`src/rtl/alu_pkg.sv`:
```
`default_nettype none
// ============================================================================
//  Module   : alu_pkg
//  Brief    : ALUControl encoding shared by the ALU decoder and execute unit.
//             ALU_EXT_OPS_EN enables the xor/sll/srl codes.
//  Revision : 1.0
// ============================================================================
package alu_pkg;

    typedef enum logic [2:0] {
        ALU_ADD = 3'b000,
        ALU_SUB = 3'b001,
        ALU_AND = 3'b010,
        ALU_OR  = 3'b011,
        ALU_XOR = 3'b100,
        ALU_SLT = 3'b101,
        ALU_SLL = 3'b110,
        ALU_SRL = 3'b111
    } alu_ctrl_e;

    // Codes the execute unit can carry out in the current build.
    function automatic logic alu_ctrl_legal(input alu_ctrl_e ctrl);
        logic legal;
        case (ctrl)
            ALU_ADD, ALU_SUB, ALU_AND, ALU_OR, ALU_SLT: legal = 1'b1;
`ifdef ALU_EXT_OPS_EN
            ALU_XOR, ALU_SLL, ALU_SRL:                  legal = 1'b1;
`endif
            default:                                    legal = 1'b0;
        endcase
        return legal;
    endfunction

endpackage
`default_nettype wire

```
`src/rtl/alu_core.sv`:
```
`default_nettype none
// ============================================================================
//  Module   : alu_core
//  Brief    : Combinational ALU datapath (ctrl, a, b) -> (result, illegal).
//             ALU_EXT_OPS_EN adds xor and the zero-fill shifter.
//  Revision : 1.0
// ============================================================================
module alu_core
    import alu_pkg::*;
#(
    parameter int WIDTH = 32
) (
    input  alu_ctrl_e        ctrl,
    input  logic [WIDTH-1:0] a,
    input  logic [WIDTH-1:0] b,
    output logic [WIDTH-1:0] result,
    output logic             illegal
);

    logic [WIDTH-1:0] w_sum;
    logic [WIDTH-1:0] w_diff;
    logic             w_ovf;
    logic             w_lt;

    assign w_sum  = a + b;
    assign w_diff = a + ~b + {{(WIDTH-1){1'b0}}, 1'b1};
    // Signed overflow on a-b: operand signs differ and the difference sign differs from a.
    assign w_ovf  = (a[WIDTH-1] ^ b[WIDTH-1]) & (w_diff[WIDTH-1] ^ a[WIDTH-1]);
    assign w_lt   = w_diff[WIDTH-1] ^ w_ovf;

`ifdef ALU_EXT_OPS_EN
    localparam int SHW = $clog2(WIDTH);
    logic [SHW-1:0]   w_shamt;
    logic [WIDTH-1:0] w_shl;
    logic [WIDTH-1:0] w_shr;

    assign w_shamt = b[SHW-1:0];
    assign w_shl   = a << w_shamt;
    assign w_shr   = a >> w_shamt;
`endif

    assign illegal = ~alu_ctrl_legal(ctrl);

    always_comb begin
        result = '0;
        case (ctrl)
            ALU_ADD: result = w_sum;
            ALU_SUB: result = w_diff;
            ALU_AND: result = a & b;
            ALU_OR:  result = a | b;
            ALU_SLT: result = {{(WIDTH-1){1'b0}}, w_lt};
`ifdef ALU_EXT_OPS_EN
            ALU_XOR: result = a ^ b;
            ALU_SLL: result = w_shl;
            ALU_SRL: result = w_shr;
`endif
            default: result = '0;
        endcase
    end

endmodule
`default_nettype wire

```
`src/rtl/alu_exec_unit.sv`:
```
`default_nettype none
// ============================================================================
//  Module   : alu_exec_unit
//  Brief    : Two-stage valid/ready ALU execute unit (operand capture, then
//             registered result + flags). ALU_EXT_OPS_EN enables xor/sll/srl.
//  Revision : 1.0
// ============================================================================
module alu_exec_unit
    import alu_pkg::*;
#(
    parameter int WIDTH = 32
) (
    input  logic             clk,
    input  logic             reset_n,
    input  logic             in_valid,
    output logic             in_ready,
    input  logic [2:0]       ALUControl,
    input  logic [WIDTH-1:0] SrcA,
    input  logic [WIDTH-1:0] SrcB,
    output logic             out_valid,
    input  logic             out_ready,
    output logic [WIDTH-1:0] ALUResult,
    output logic             Zero,
    output logic             Neg,
    output logic             Illegal
);

    logic             r_s1_valid;
    alu_ctrl_e        r_s1_ctrl;
    logic [WIDTH-1:0] r_s1_a;
    logic [WIDTH-1:0] r_s1_b;

    logic             r_s2_valid;
    logic [WIDTH-1:0] r_result;
    logic             r_zero;
    logic             r_neg;
    logic             r_illegal;

    logic             w_adv2;
    logic             w_accept;
    logic [WIDTH-1:0] w_result;
    logic             w_illegal;

    // Stage 2 takes a new op when it is empty or its current result is being consumed.
    assign w_adv2   = r_s1_valid & (~r_s2_valid | out_ready);
    assign in_ready = ~r_s1_valid | w_adv2;
    assign w_accept = in_valid & in_ready;

    always_ff @(posedge clk or negedge reset_n) begin
        if (!reset_n) begin
            r_s1_valid <= 1'b0;
        end else if (w_accept) begin
            r_s1_valid <= 1'b1;
        end else if (w_adv2) begin
            r_s1_valid <= 1'b0;
        end
    end

    // Operand registers are only observed through r_s1_valid, so they carry no reset.
    always_ff @(posedge clk) begin
        if (w_accept) begin
            r_s1_ctrl <= alu_ctrl_e'(ALUControl);
            r_s1_a    <= SrcA;
            r_s1_b    <= SrcB;
        end
    end

    alu_core #(
        .WIDTH (WIDTH)
    ) u_alu_core (
        .ctrl    (r_s1_ctrl),
        .a       (r_s1_a),
        .b       (r_s1_b),
        .result  (w_result),
        .illegal (w_illegal)
    );

    always_ff @(posedge clk or negedge reset_n) begin
        if (!reset_n) begin
            r_s2_valid <= 1'b0;
            r_result   <= '0;
            r_zero     <= 1'b0;
            r_neg      <= 1'b0;
            r_illegal  <= 1'b0;
        end else if (w_adv2) begin
            r_s2_valid <= 1'b1;
            r_result   <= w_result;
            r_zero     <= (w_result == '0);
            r_neg      <= w_result[WIDTH-1];
            r_illegal  <= w_illegal;
        end else if (out_ready) begin
            r_s2_valid <= 1'b0;
        end
    end

    assign out_valid = r_s2_valid;
    assign ALUResult = r_result;
    assign Zero      = r_zero;
    assign Neg       = r_neg;
    assign Illegal   = r_illegal;

endmodule
`default_nettype wire
```
`config.mk`:
```
export PLATFORM = sky130hd
export DESIGN_NAME = alu_exec_unit
export DESIGN_NICKNAME = d
export VERILOG_FILES = /design/src/rtl/alu_pkg.sv /design/src/rtl/alu_core.sv /design/src/rtl/alu_exec_unit.sv
export SDC_FILE = /design/constraint.sdc
export NUM_CORES = 1
export LEC_CHECK = 0
export ABC_CLOCK_PERIOD_IN_PS = 10100
export BUFFER_PORTS_ARGS = -buffer_cell sky130_fd_sc_hd__buf_2
export CELL_PAD_IN_SITES_DETAIL_PLACEMENT = 0
export CELL_PAD_IN_SITES_GLOBAL_PLACEMENT = 1
export CORE_MARGIN = 2
export CORE_UTILIZATION = 35
export DETAILED_ROUTE_END_ITERATION = 12
export PLACE_DENSITY = 0.67
export SLEW_MARGIN = 20
export SYNTH_ARGS = -nofsm -noshare
export SYNTH_HDL_FRONTEND = slang
export SYNTH_HIERARCHICAL = 1
export SYNTH_SLANG_ARGS = --single-unit
```
`constraint.sdc`:
```
create_clock -name clk -period 10.1 [get_ports clk]
set_clock_uncertainty 0.1 [all_clocks]
set_input_delay 0.505 -clock clk [delete_from_list [all_inputs] [get_ports clk]]
set_output_delay 0.505 -clock clk [all_outputs]
set_load 0.02 [all_outputs]
```
* After elaboration in Yosys (flattened, before gate mapping)
Cells that the tools add are included.
** Word-level totals
- Output and inout bits :: 37
- Bits of input ports :: 71
- Flip-flop bits (word level) :: 104
** Cells by class
- Bitwise gates (word level) :: 14
- Reductions and logical operators :: 5
- $add $sub $neg :: 3
- Muxes and demuxes :: 6
- Equal/unequal tests :: 4
** Operators with widths (number)
- $pmux W32 S5 :: 1
- $add A32 B32 Y32 :: 2
- $add A32 B1 Y32 const B :: 1
- $and A32 B32 Y32 :: 1
- $logic_not A32 Y1 :: 1
- $not A32 Y32 :: 1
- $or A32 B32 Y32 :: 1
- $eq A3 B2 Y1 const B :: 2
- $mux W1 :: 5
- $reduce_or A5 Y1 :: 1
- $reduce_bool A2 Y1 :: 2
- $and A1 B1 Y1 :: 3
- $eq A3 B1 Y1 const B :: 1
- $eq A3 B3 Y1 const B :: 1
- $logic_not A3 Y1 :: 1
- $not A1 Y1 :: 3
- $xor A1 B1 Y1 :: 3
- $or A1 B1 Y1 :: 2

* Longest topological paths before layout
- Word-level depth :: 8
- Mapped depth :: 19
- Mapped depth without buffers :: 18

* Modules after synthesis
Netlist, hierarchy kept.
** By module, submodules not included
- alu_core :: area an instance 4714.5 µm², instances 1, seq. area each 0.0 µm², cells each 732
- alu_exec_unit :: area an instance 3564.7 µm², instances 1, seq. area each 2912.8 µm², cells each 160

* Least setup slack after synthesis
No wires, ideal clock.
- Path kind :: register to register
- Start point :: register r_s1_a[1]
- End point :: register r_zero, in the netlist Zero
- Setup time :: 0.095 ns
- Clock period less this slack :: 4.132 ns
- Path buffers :: 0
- Setup slack :: 5.968 ns
- Cell stages (with the launch flop) :: 19
- Arrival :: 3.936 ns
- Required time :: 9.905 ns
- Cells stage by stage :: edfxtp_1 > inv_1 > ha_1 > or2_2 > a221oi_1 > o211ai_2 > a311oi_1 > o32ai_2 > o211ai_1 > a21oi_1 > o21bai_1 > a21oi_1 > fa_1 > mux2i_1 > a21oi_1 > o22ai_1 > nor4_1 > nand4_1 > o31ai_1
** On the way
- Elaborated cells on any way between the ends :: 10
** RTL lines
- from (decl) :: line alu_exec_unit.sv:30 : logic [WIDTH-1:0] r_s1_a;
- from (signal assigned) :: line alu_exec_unit.sv:63 : r_s1_a <= SrcA;
- $add A32 B32 Y32 :: line alu_core.sv:26 : assign w_diff = a + ~b + {{(WIDTH-1){1'b0}}, 1'b1};
- $add A32 B1 Y32 :: line alu_core.sv:26
- $pmux W32 S5 * :: line alu_core.sv:46 : case (ctrl)
- named net w_result[31] :: line alu_exec_unit.sv:41 : logic [WIDTH-1:0] w_result;
- $logic_not A32 Y1 * :: line alu_exec_unit.sv:88 : r_zero <= (w_result == '0);
- to (signal assigned) :: line alu_exec_unit.sv:88
- to (decl) :: line alu_exec_unit.sv:35 : logic r_zero;
Mark *: on every way through the listed nets, which the timed path passes. The rest lies on a longest branch.
A chain may end at the register's enable or synchronous reset.

* Final worst setup path
Ends and elaborated chain as after synthesis.

==> key figures <==
Status
  • Status: finished clean

GRT
  • Largest net degree at the start of global routing: 68
  • GRT Total Usage: between 10% and 20%
  • Initial antenna violation count: 0
  • Global-route wire length before repair: 35600 um
  • Vias in the first global route: ~6400
  • Grt ovf: 0

Synth
  • Yosys warnings: 6
  • Post-synthesis sequential area ratio: 35.2%
  • Synth Flop Type: edfxtp_1
  • Gate count of the mapped netlist: ~890
  • Largest area contributor in the netlist: edfxtp_1
  • Post-synth top area share: between 20 and 25%
  • Cell Area, Synth: just over 8000 um^2
  • Post-Syn Nets: approximately 1100
  • Synthesized area per cell: 9.28 um^2
  • #FFs+latches synth: approximately 100
  • Library cells used by synthesis: 77
  • Asr flop ratio synth: between 30% and 40%
  • Most area-consuming cells after synthesis: edfxtp_1 24%, ha_1 15%, dfrtp_1 11%
  • Post-synth EDFFs: 67

Finish
  • Commonest non-fill, non-tap cell in the layout: buf_2
  • Commonest cells after routing, fill and taps aside: 107 x buf_2, 100 x inv_1, 98 x ha_1
  • Fillcell total: between 2000 and 2500
  • P&R area growth vs syn: 12.7%
  • Ant diodes: 0
  • Final nets: 1143
  • Ratio of cells with drive above 1 in the final layout: 18.0%

Drt
  • Via count: 6785
  • Post-route ant nets: 0
  • Drt initial violations: 383
  • Post-Route WL: 22700 um
  • 1st-pass router iterations: 7
  • Via-per-instance ratio: about 5.2
  • Drt drc: 0
  • Average wire per standard cell: roughly 18 um

Clock network
  • Post-cts sizing count: 0
  • CTS clock-pin slew for the worst setup and hold paths: roughly 0.08 ns
  • Clock Path Buffers: 2
  • Clock latency on the worst-skew pair: about 0.36 ns
  • CTS tree: done
  • Cts hold-fix bufs: 0
  • Sink Count: 103
  • CTS H-tree depth: 3
  • CTS root buf: clkbuf_16
  • Post-CTS Setup Inserts: 0
  • TritonCTS Buffers: 9

Pwr
  • Total power: between 1 and 1.5 mW
  • Worst-case vdd ir drop: roughly 76 uV
  • Leak: 4.28 nW
  • P per Cell Area: approximately 140 nW/um^2

Timing
  • # setup viols final: 0
  • Final TNS setup: 0 ns
  • Highest clock rate: 205 MHz
  • Fin. max-slew vios: 0
  • Fin crit share: around half
  • Worst Max-Slew Pin Slew: between 1 and 1.5 ns
  • Fin. Hold Viols: 0
  • Max_slew headroom: 30.7%
  • Tmin final: just under 5 ns
  • RSZ-0062 raised after global routing: no

Place
  • Buffers on Ports: 107
  • RePlAce Congestion: 0.858
  • Hpwl dp: between 15000 and 20000 um

Worst setup path
  • Top fanout value on the critical path: 4
  • Kind of critical path: reg2reg
  • WP data required: a little over 10 ns
  • Startpoint Class: register
  • Reg2reg start: r_s1_a[1]
  • CP Data Arrival Time: just over 5 ns
  • Endpoint class of the critical path: register
  • CP startpoint: r_s1_a[1]

Job
  • Total of max-cap violations: 0

Hold path
  • Worst Hold Class: in2async

Die
  • Initial core utilization: between 30% and 40%
  • Die X: approximately 160 um
  • Core ar.: roughly 23000 um^2
  • FP Rows: 56
  • Die area: ~25000 um^2
  • I/O pins: approximately 110
  • Die span in y: approximately 160 um
[state kept, by name, summed over array words and instances, names as in the netlist]
register and flops:
ALUResult 32, r_s1_a 32, r_s1_b 32, r_s1_ctrl 3, Illegal 1, Zero 1, out_valid 1, r_s1_valid 1
[worst paths after layout]
path | end | slack (ns) | depth (start not counted)
worst max-delay path | Zero | 5.23 | 18
worst min-delay path | ALUResult[4] | 0.15 | 1
worst max register to register | Zero | 5.23 | 18
worst min register to register | ALUResult[29] | 0.41 | 1
max in group asynchronous | ALUResult[18] | 9.19 | 1
min in group clk | r_s1_b[3] | 0.21 | 1
[layout make-up]
type                       instances  area (um^2)  area share, %
clock inverter                     4         31.3          0.335
tap                              319          399           4.28
clock buffer                      12          246           2.64
sequential                       103         2910           31.2
inverter                         101          379           4.06
timing repair buffer             113          581           6.22
multi-input combinational        643         4780           51.3
[routing by layer]
layer | up-vias | part of all wire [%] | global-route usage (%)
li1 | 3318 | - | -
met1 | 3273 | 50 | 26.8
met2 | 181 | 44 | 28.7
met3 | 13 | 4.3 | 2.33
met4 | 0 | 0.99 | 4.20
met5 | - | 0 | 0
[critical path: stages, from the launching register on]
cell and delay (ns):
edfxtp_1 0.47, inv_1 0.14, ha_1 0.25, or2_2 0.29, a221oi_1 0.54, o211ai_2 0.20, a311oi_1 0.46, o32ai_2 0.21
o211ai_1 0.29, a21oi_1 0.11, o21bai_1 0.14, a21oi_1 0.10, fa_1 0.49, mux2i_1 0.06, a21oi_1 0.15, o22ai_1 0.10
nor4_1 0.26, nand4_1 0.14, o31ai_1 0.28
[synthesized netlist by cell type (8+ instances only)]
master and instances:
nor2_1 88, o22ai_1 15, nor2b_1 8, o21bai_1 8, nor4_1 12, nand2b_1 13
clkbuf_1 32, o211ai_1 9, inv_1 100, o21ai_0 43, xnor2_1 20, mux2i_1 8
dfrtp_1 36, ha_1 98, nand2_1 48, mux2_4 29, nor3_1 12, o31ai_1 8
a21oi_1 79, nand3_1 12, a211oi_1 11, a31oi_1 14, edfxtp_1 67
[where the power goes]
part           switching [mW]  internal [mW]
combinational           0.278          0.187
clock                   0.161          0.175
sequential             0.0329          0.502
[metrics by stage]
step / cells / worst slack (ns) / utilization (%) / hold WS [ns] / instance area, um^2
6_report: 1295 / 5.23 / 40.0 / 0.155 / 9330
4_1_cts: 1295 / 5.23 / 40.0 / 0.195 / 9330
5_1_grt: 1295 / 4.84 / 40.0 / 0.200 / 9330
3_5_place_dp: 1279 / 5.25 / 38.8 / 0.386 / 9060
2_1_floorplan: 892 / 5.97 / - / 0.109 / 8280
3_3_place_gp: 1279 / 5.43 / 38.8 / 0.389 / 9060
[cell families (layout without fill, tap and decap cells)]
kind of cell             after synthesis  count (layout)  share of synthesized area (%)
XOR/XNOR                              27              27                           2.86
flip-flops                           103             103                           35.2
AO/OA/AOI/OAI                        245             245                           19.0
AND/OR/NAND/NOR                      227             227                           13.1
buffers and inverters                146             230                           7.04
adder cells (fa/ha/maj)              101             101                           15.5
multiplexers                          43              43                           7.31
(Power assumes the default switching activity.)
